### src/rtl/fifo_param_pkg.sv
// fifo_param_pkg: shared widths, scheduler defaults and FSM state type for the FIFO write scheduler.
package fifo_param_pkg;
    localparam int FIFO_WIDTH    = 16;
    localparam int DEF_NUM_REQ   = 4;
    localparam int DEF_MAX_BURST = 4;
    localparam int DEF_STALL_TMO = 8;

    typedef enum logic {IDLE, LOCK} state_e;

    // Index width that stays legal for a single-port configuration.
    function automatic int idx_w(input int n);
        return (n > 1) ? $clog2(n) : 1;
    endfunction
endpackage

### src/rtl/fifo_wr_sched_if.sv
// fifo_wr_sched_if: producer beats in, single FIFO write port out, plus grant status.
interface fifo_wr_sched_if
    import fifo_param_pkg::*;
#(
    parameter int NUM_REQ = DEF_NUM_REQ,
    parameter int DATA_W  = FIFO_WIDTH
);
    logic [NUM_REQ-1:0]             req_valid;
    logic [NUM_REQ-1:0][DATA_W-1:0] req_data;
    logic [NUM_REQ-1:0]             req_last;
    logic [NUM_REQ-1:0]             req_ready;
    logic                           fifo_full;
    logic                           fifo_wr_en;
    logic [DATA_W-1:0]              fifo_wr_data;
    logic [idx_w(NUM_REQ)-1:0]      grant_id;
    logic                           busy;

    modport master (
        output req_valid, req_data, req_last, fifo_full,
        input  req_ready, fifo_wr_en, fifo_wr_data, grant_id, busy
    );
    modport slave (
        input  req_valid, req_data, req_last, fifo_full,
        output req_ready, fifo_wr_en, fifo_wr_data, grant_id, busy
    );
endinterface

### src/rtl/fifo_wr_sched_rr_pick.sv
// rr_pick: rotating-priority select of the first request after last_i, wrapping mod NUM_REQ.
module rr_pick #(
    parameter int NUM_REQ = 4,
    parameter int IW      = 2
) (
    input  logic [NUM_REQ-1:0] req_i,
    input  logic [IW-1:0]      last_i,
    output logic [IW-1:0]      idx_o,
    output logic               any_o
);
    // Lowest set bit is the wrap-around fallback; lowest set bit above last_i overrides it.
    always_comb begin
        idx_o = '0;
        any_o = |req_i;
        for (int j = NUM_REQ - 1; j >= 0; j--)
            if (req_i[j]) idx_o = IW'(j);
        for (int j = NUM_REQ - 1; j >= 0; j--)
            if (req_i[j] && j > int'(last_i)) idx_o = IW'(j);
    end
endmodule

### src/rtl/fifo_wr_sched.sv
// fifo_wr_sched: grants the shared FIFO write port to one producer at a time, releasing on
// last beat, burst limit or owner stall; beats pass through combinationally while locked.
module fifo_wr_sched
    import fifo_param_pkg::*;
#(
    parameter int NUM_REQ   = DEF_NUM_REQ,
    parameter int DATA_W    = FIFO_WIDTH,
    parameter int MAX_BURST = DEF_MAX_BURST,
    parameter int STALL_TMO = DEF_STALL_TMO
) (
    input logic            clk,
    input logic            rstn,
    fifo_wr_sched_if.slave bus
);
    localparam int IW = idx_w(NUM_REQ);
    localparam int BW = $clog2(MAX_BURST) + 1;
    localparam int SW = $clog2(STALL_TMO + 1);

    state_e          state_q;
    logic [IW-1:0]   owner_q, last_q, pick;
    logic [BW-1:0]   beat_q, beat_d;
    logic [SW-1:0]   stall_q, stall_d;
    logic            any, lock, own_v, xfer, done, tmo;

    rr_pick #(.NUM_REQ(NUM_REQ), .IW(IW)) u_pick (
        .req_i  (bus.req_valid),
        .last_i (last_q),
        .idx_o  (pick),
        .any_o  (any)
    );

    assign lock  = state_q == LOCK;
    assign own_v = bus.req_valid[owner_q];
    assign xfer  = lock && own_v && !bus.fifo_full;

    // Full-while-valid cycles neither count as stall nor advance the burst.
    always_comb begin
        beat_d  = xfer ? beat_q + 1'b1 : beat_q;
        stall_d = (lock && !own_v) ? stall_q + 1'b1 : '0;
        done    = xfer && (bus.req_last[owner_q] || beat_d == BW'(MAX_BURST));
        tmo     = lock && stall_d == SW'(STALL_TMO);
    end

    always_ff @(posedge clk or negedge rstn) begin
        if (!rstn) begin
            state_q <= IDLE;
            owner_q <= '0;
            last_q  <= IW'(NUM_REQ - 1);
            beat_q  <= '0;
            stall_q <= '0;
        end else if (!lock) begin
            beat_q  <= '0;
            stall_q <= '0;
            if (any) begin
                state_q <= LOCK;
                owner_q <= pick;
            end
        end else begin
            beat_q  <= beat_d;
            stall_q <= stall_d;
            if (done || tmo) begin
                state_q <= IDLE;
                last_q  <= owner_q;
            end
        end
    end

    always_comb begin
        bus.req_ready          = '0;
        bus.req_ready[owner_q] = lock && !bus.fifo_full;
        bus.fifo_wr_en         = xfer;
        bus.fifo_wr_data       = lock ? bus.req_data[owner_q] : DATA_W'(0);
        bus.grant_id           = owner_q;
        bus.busy               = lock;
    end
endmodule
### src/flat_wrapper.sv
// flat-port wrapper written by rule: the top's interface ports become plain ports
module fifo_wr_sched_flat import fifo_param_pkg::*;
#(
    parameter int NUM_REQ   = DEF_NUM_REQ,
    parameter int DATA_W    = FIFO_WIDTH,
    parameter int MAX_BURST = DEF_MAX_BURST,
    parameter int STALL_TMO = DEF_STALL_TMO
)
  (clk, rstn, bus_req_valid, bus_req_data, bus_req_last, bus_fifo_full, bus_req_ready, bus_fifo_wr_en, bus_fifo_wr_data, bus_grant_id, bus_busy);
  fifo_wr_sched_if #(.NUM_REQ(NUM_REQ), .DATA_W(DATA_W)) bus_i ();
  input logic clk;
  input logic rstn;
  input wire logic [$bits(bus_i.req_valid)-1:0] bus_req_valid;
  input wire logic [$bits(bus_i.req_data)-1:0] bus_req_data;
  input wire logic [$bits(bus_i.req_last)-1:0] bus_req_last;
  input wire logic [$bits(bus_i.fifo_full)-1:0] bus_fifo_full;
  output wire logic [$bits(bus_i.req_ready)-1:0] bus_req_ready;
  output wire logic [$bits(bus_i.fifo_wr_en)-1:0] bus_fifo_wr_en;
  output wire logic [$bits(bus_i.fifo_wr_data)-1:0] bus_fifo_wr_data;
  output wire logic [$bits(bus_i.grant_id)-1:0] bus_grant_id;
  output wire logic [$bits(bus_i.busy)-1:0] bus_busy;
  assign bus_i.req_valid = bus_req_valid;
  assign bus_i.req_data = bus_req_data;
  assign bus_i.req_last = bus_req_last;
  assign bus_i.fifo_full = bus_fifo_full;
  assign bus_req_ready = bus_i.req_ready;
  assign bus_fifo_wr_en = bus_i.fifo_wr_en;
  assign bus_fifo_wr_data = bus_i.fifo_wr_data;
  assign bus_grant_id = bus_i.grant_id;
  assign bus_busy = bus_i.busy;
  fifo_wr_sched #(.NUM_REQ(NUM_REQ), .DATA_W(DATA_W), .MAX_BURST(MAX_BURST), .STALL_TMO(STALL_TMO)) u_core (.clk(clk), .rstn(rstn), .bus(bus_i));
endmodule
### config.mk
export PLATFORM = sky130hd
export DESIGN_NAME = fifo_wr_sched_flat
export DESIGN_NICKNAME = d
export VERILOG_FILES = /design/src/rtl/fifo_param_pkg.sv /design/src/rtl/fifo_wr_sched_if.sv /design/src/rtl/fifo_wr_sched_rr_pick.sv /design/src/rtl/fifo_wr_sched.sv /design/src/flat_wrapper.sv
export SDC_FILE = /design/constraint.sdc
export NUM_CORES = 1
export LEC_CHECK = 0
export CAP_MARGIN = 20
export CORE_MARGIN = 2
export CORE_UTILIZATION = 32
export DETAILED_ROUTE_END_ITERATION = 10
export GPL_ROUTABILITY_DRIVEN = 0
export PLACE_DENSITY = 0.83
export SLEW_MARGIN = 20
export SYNTH_ARGS = -nofsm -noshare
export SYNTH_HDL_FRONTEND = slang
export SYNTH_SLANG_ARGS = --single-unit
### constraint.sdc
create_clock -name clk -period 2.3 [get_ports clk]
set_input_delay 0.23 -clock clk [delete_from_list [all_inputs] [get_ports clk]]
set_output_delay 0.23 -clock clk [all_outputs]
set_load 0.05 [all_outputs]
==> results.py <==
metrics = {
    "timing": {
        "fmaxAchievable_mhz": 458,
        "totalNegativeSetupSlack_ps": 0,
        "finalCriticalPeriod_ps": 2190,
        "timing.clock.skew_ps": 2.30,
        "grt_setup_unrepaired": "no",
        "setup_viol": 0,
        "worst_hold_slack_ps": 335,
        "max_slew_margin": 0.644,
        "finalMaxSlewViolations": 0,
        "final_hold_viol_count": 0,
        "period_share": 0.950,
        "tightestPinTransition_ps": 532,
    },
    "cts": {
        "clockBufferDepth": 2,
        "root_buffer_master": "sky130_fd_sc_hd__clkbuf_8",
        "tritoncts": "built",
        "clock_sink_count": 12,
        "htreeDepth": 1,
        "post_cts_buffers": 0,
        "cts_made_buffers": 3,
        "worstSkewPairLatency_ps": 240,
        "clk_transition_reported_paths_ps": 60,
    },
    "setup_path": {
        "cp_num_buf_inv": 3,
        "crit_start": "u_core.bus.grant_id[0]$_DFFE_PN0P_",
        "end_kind": "output port",
        "path_cells": "buf_4 -> buf_6 -> mux4_2 -> and2_1 -> buf_4",
        "critical_path_required_ps": 2070,
        "rr_worst_depth": 4,
        "worstSetupStartpointType": "flip-flop",
        "timing.critical_path.arrival_ps": 1960,
        "endpoint": "bus_fifo_wr_data[1]",
        "timing.critical_path.slowest_cell_delay_ps": 510,
        "worst_path_max_delay_cell": "sky130_fd_sc_hd__mux4_2",
        "worstPathMaxFanout": 13,
        "timing.reg2reg.setup_slack_ps": 310,
        "path_depth": 5,
        "source_of_the_worst_register_to_register_timing_path": "u_core.bus.grant_id[0]$_DFFE_PN0P_",
        "cpLargestDelayFamily": "buffers and inverters",
        "cpMostUsedCell": "sky130_fd_sc_hd__buf_4",
        "worst_r2r_endpoint": "u_core.last_q[0]$_DFFE_PN1P_",
        "timing.setup.critical_path_class": "flip-flop to output port",
    },
    "floorplan": {
        "floorplan.initialDensity": 0.327,
        "chipHeight_um": 64.7,
        "placementRows": 22,
        "core_area_um2": 3610,
        "chipWidth_um": 64.7,
        "floorplan.die_area_um2": 4180,
        "io_pins": 99,
    },
    "global_route": {
        "grt_first_pass_wirelength_um": 6390,
        "gr-usage-all-layers": 0.196,
        "grt_overflow": 0,
        "grt_antenna_before_repair": 0,
        "number_of_global_route_vias_before_repair": 1336,
        "grt_start_max_net_pins": 24,
        "busiest_grt_layer": "met2",
        "global_routing_met2_resource_utilization": 0.359,
        "global_route.usage.met1": 0.234,
        "grtUsageMet3": 0.0382,
    },
    "yosys": {
        "synthesis.instances": 108,
        "synth.area.top_cells": "sky130_fd_sc_hd__mux4_2 (34%), sky130_fd_sc_hd__dfrtp_1 (21%), sky130_fd_sc_hd__and2_1 (9.0%)",
        "post-synth-top-area-cell": "sky130_fd_sc_hd__mux4_2",
        "ys_types": 29,
        "yosys.area.top_type_share": 0.344,
        "mappedNetlistNets": 185,
        "synth_seq_area_share": 0.257,
        "average_instance_area_after_synthesis_um2": 10.9,
        "ys_seq_elements": 12,
        "mappedNetlistArea_um2": 1180,
        "yosys_warnings": 0,
    },
    "finish": {
        "flow.area_growth_from_synthesis_pct": 94.1,
        "fill_cell_total_of_the_finished_layout": 309,
        "n_antenna_cell": 0,
        "drive_gt1_frac": 0.281,
        "register_area_um2": 304,
        "multi_input_comb_area_um2": 821,
        "stdcell_area_um2": 2290,
        "layout.nets": 288,
    },
    "pwr": {
        "power.static_leakage_nw": 0.958,
        "power-per-cell-area_nw_per_um2": 1310,
        "vdd.ir_drop.worst_mv": 0.651,
    },
    "place": {
        "place.port_buffers": 98,
        "place.detailed.hpwl_um": 3150,
        "placement.cell_area_um2": 2230,
    },
    "drt": {
        "vias": 1250,
        "final_antenna_net_count": 0,
        "via_per_inst": 4.84,
        "wirelength_um": 3800,
        "remaining_drc_errors": 0,
        "final_routed_wire_length_divided_by_cell_count_um": 14.7,
        "first_pass_iters": 4,
        "dr.first_iter.drc_count": 50,
    },
    "hold_path": {
        "holdCritPathClass": "input port to asynchronous set/reset pin",
    },
    "job": {
        "cap_violations": 0,
    },
    "run_status": {
        "status": "completed",
    },
}
==> where the power goes <==
group	internal (W)	switching (W)	total [W]
clock network	0.000152	0.0000848	0.000236
registers	0.000310	0.0000810	0.000391
logic	0.000982	0.00139	0.00237
total	0.00144	0.00156	0.00300
==> repair_timing <==
action,in CTS,in global routing
hold buffers,0,0
endpoints found under the setup margin,0,9
resized for setup,0,1
==> registers in the layout (all words and copies together) (netlist names) <==
| register | count |
|---|---|
| u_core.last_q | 2 |
| u_core.stall_q | 4 |
| u_core.beat_q | 3 |
| u_core.bus.grant_id | 2 |
| u_core.bus.busy | 1 |
==> cell families (layout without fill, tap and decap cells) <==
family	count (synthesis)	after routing	share of synthesized area
muxes	21	21	0.372
xor gates and xnor gates	5	5	0.0372
adders and majority gates	2	2	0.0212
and+or+nand+nor	45	45	0.205
AOI/OAI and AO/OA	8	8	0.0531
DFF	12	12	0.257
buffers and inverters	15	117	0.0552
==> area by class of cell <==
| class | count | share of cell area |
|---|---|---|
| clock buffer | 4 | 0.0241 |
| inverter | 8 | 0.0131 |
| multi-input combinational | 81 | 0.359 |
| sequential | 12 | 0.133 |
| tap | 48 | 0.0263 |
| timing repair buffer | 105 | 0.445 |
==> metal layers <==
layer / share of wire / vias to the layer above
li1: - / 598
met1: 0.40 / 600
met2: 0.53 / 50
met3: 0.066 / 2
met4: 0.0042 / 0
met5: 0 / -
==> through the flow <==
stage / util / power [W] / setup WS, ps / cells
floorplan: - / 0.00207 / 99.0 / 108
global placement: 0.618 / 0.00275 / 76.8 / 254
detailed placement: 0.618 / 0.00278 / 36.9 / 254
CTS: 0.633 / 0.00302 / 5.87 / 258
global route: 0.634 / 0.00316 / 3.55 / 258
finish: 0.634 / 0.00300 / 115 / 258
==> layout by cell type (no fill, tap or decap) <==
cell                              synthesis  routed
sky130_fd_sc_hd__nor2b_1                  1       1
sky130_fd_sc_hd__buf_12                   0       3
sky130_fd_sc_hd__inv_1                    8       8
sky130_fd_sc_hd__nand3_1                  3       3
sky130_fd_sc_hd__nand2b_1                 2       2
sky130_fd_sc_hd__mux2i_1                  1       1
sky130_fd_sc_hd__nor3_1                   2       1
sky130_fd_sc_hd__mux2_1                   2       2
sky130_fd_sc_hd__o21ai_0                  2       2
sky130_fd_sc_hd__nand2_1                  2       2
sky130_fd_sc_hd__xor2_1                   4       4
sky130_fd_sc_hd__o22ai_1                  1       1
sky130_fd_sc_hd__nor2_1                  14      14
sky130_fd_sc_hd__or4_1                    2       2
sky130_fd_sc_hd__dfrtp_2                  0       1
sky130_fd_sc_hd__buf_4                    0      26
sky130_fd_sc_hd__buf_6                    1       1
sky130_fd_sc_hd__nor3_2                   0       1
sky130_fd_sc_hd__a31oi_1                  1       1
sky130_fd_sc_hd__dfstp_2                  2       2
sky130_fd_sc_hd__o211a_1                  1       1
sky130_fd_sc_hd__a21oi_1                  1       1
sky130_fd_sc_hd__xnor2_1                  1       1
sky130_fd_sc_hd__clkbuf_8                 0       4
sky130_fd_sc_hd__a221oi_1                 1       1
sky130_fd_sc_hd__and2_1                  17      17
sky130_fd_sc_hd__dfrtp_1                 10       9
sky130_fd_sc_hd__o32ai_2                  1       1
sky130_fd_sc_hd__nor3b_2                  0       1
sky130_fd_sc_hd__or2_4                    1       1
sky130_fd_sc_hd__mux4_2                  18      18
sky130_fd_sc_hd__ha_1                     2       2
sky130_fd_sc_hd__clkdlybuf4s50_1          0      75
==> worst reg2reg max path: cells and delay by family, from the launching register on <==
family	cells	cell delay [ps]
and+or+nand+nor	1	280
AOI/OAI and AO/OA	1	360
muxes	2	910
DFF	1	370
==> worst min-delay path by stage <==
stage	start	to	slack, ps
2_1_floorplan	rstn	u_core.beat_q[0]$_DFF_PN0_	-70
3_3_place_gp	u_core.stall_q[0]$_DFF_PN0_	u_core.stall_q[0]$_DFF_PN0_	480
3_5_place_dp	u_core.stall_q[0]$_DFF_PN0_	u_core.stall_q[0]$_DFF_PN0_	480
4_1_cts	rstn	u_core.stall_q[1]$_DFF_PN0_	350
5_1_grt	rstn	u_core.stall_q[1]$_DFF_PN0_	380
6_report	rstn	u_core.stall_q[1]$_DFF_PN0_	330
==> cells in the mapped netlist <==
master,number
sky130_fd_sc_hd__nor3b_1,1
sky130_fd_sc_hd__mux4_2,18
sky130_fd_sc_hd__o22ai_1,1
sky130_fd_sc_hd__dfrtp_1,10
sky130_fd_sc_hd__mux2i_1,1
sky130_fd_sc_hd__o32ai_2,1
sky130_fd_sc_hd__mux2_1,2
sky130_fd_sc_hd__nand3_1,3
sky130_fd_sc_hd__dfstp_2,2
sky130_fd_sc_hd__xor2_1,4
sky130_fd_sc_hd__nor2_1,14
sky130_fd_sc_hd__or2_4,1
sky130_fd_sc_hd__clkbuf_1,5
sky130_fd_sc_hd__buf_2,1
sky130_fd_sc_hd__ha_1,2
sky130_fd_sc_hd__a31oi_1,1
sky130_fd_sc_hd__nor2b_1,1
sky130_fd_sc_hd__o21ai_0,2
sky130_fd_sc_hd__and2_1,17
sky130_fd_sc_hd__xnor2_1,1
sky130_fd_sc_hd__nand2b_1,2
sky130_fd_sc_hd__a21oi_1,1
sky130_fd_sc_hd__or4_1,2
sky130_fd_sc_hd__buf_6,1
sky130_fd_sc_hd__a221oi_1,1
sky130_fd_sc_hd__nor3_1,2
sky130_fd_sc_hd__inv_1,8
sky130_fd_sc_hd__o211a_1,1
sky130_fd_sc_hd__nand2_1,2
(Power assumes the default switching activity.)
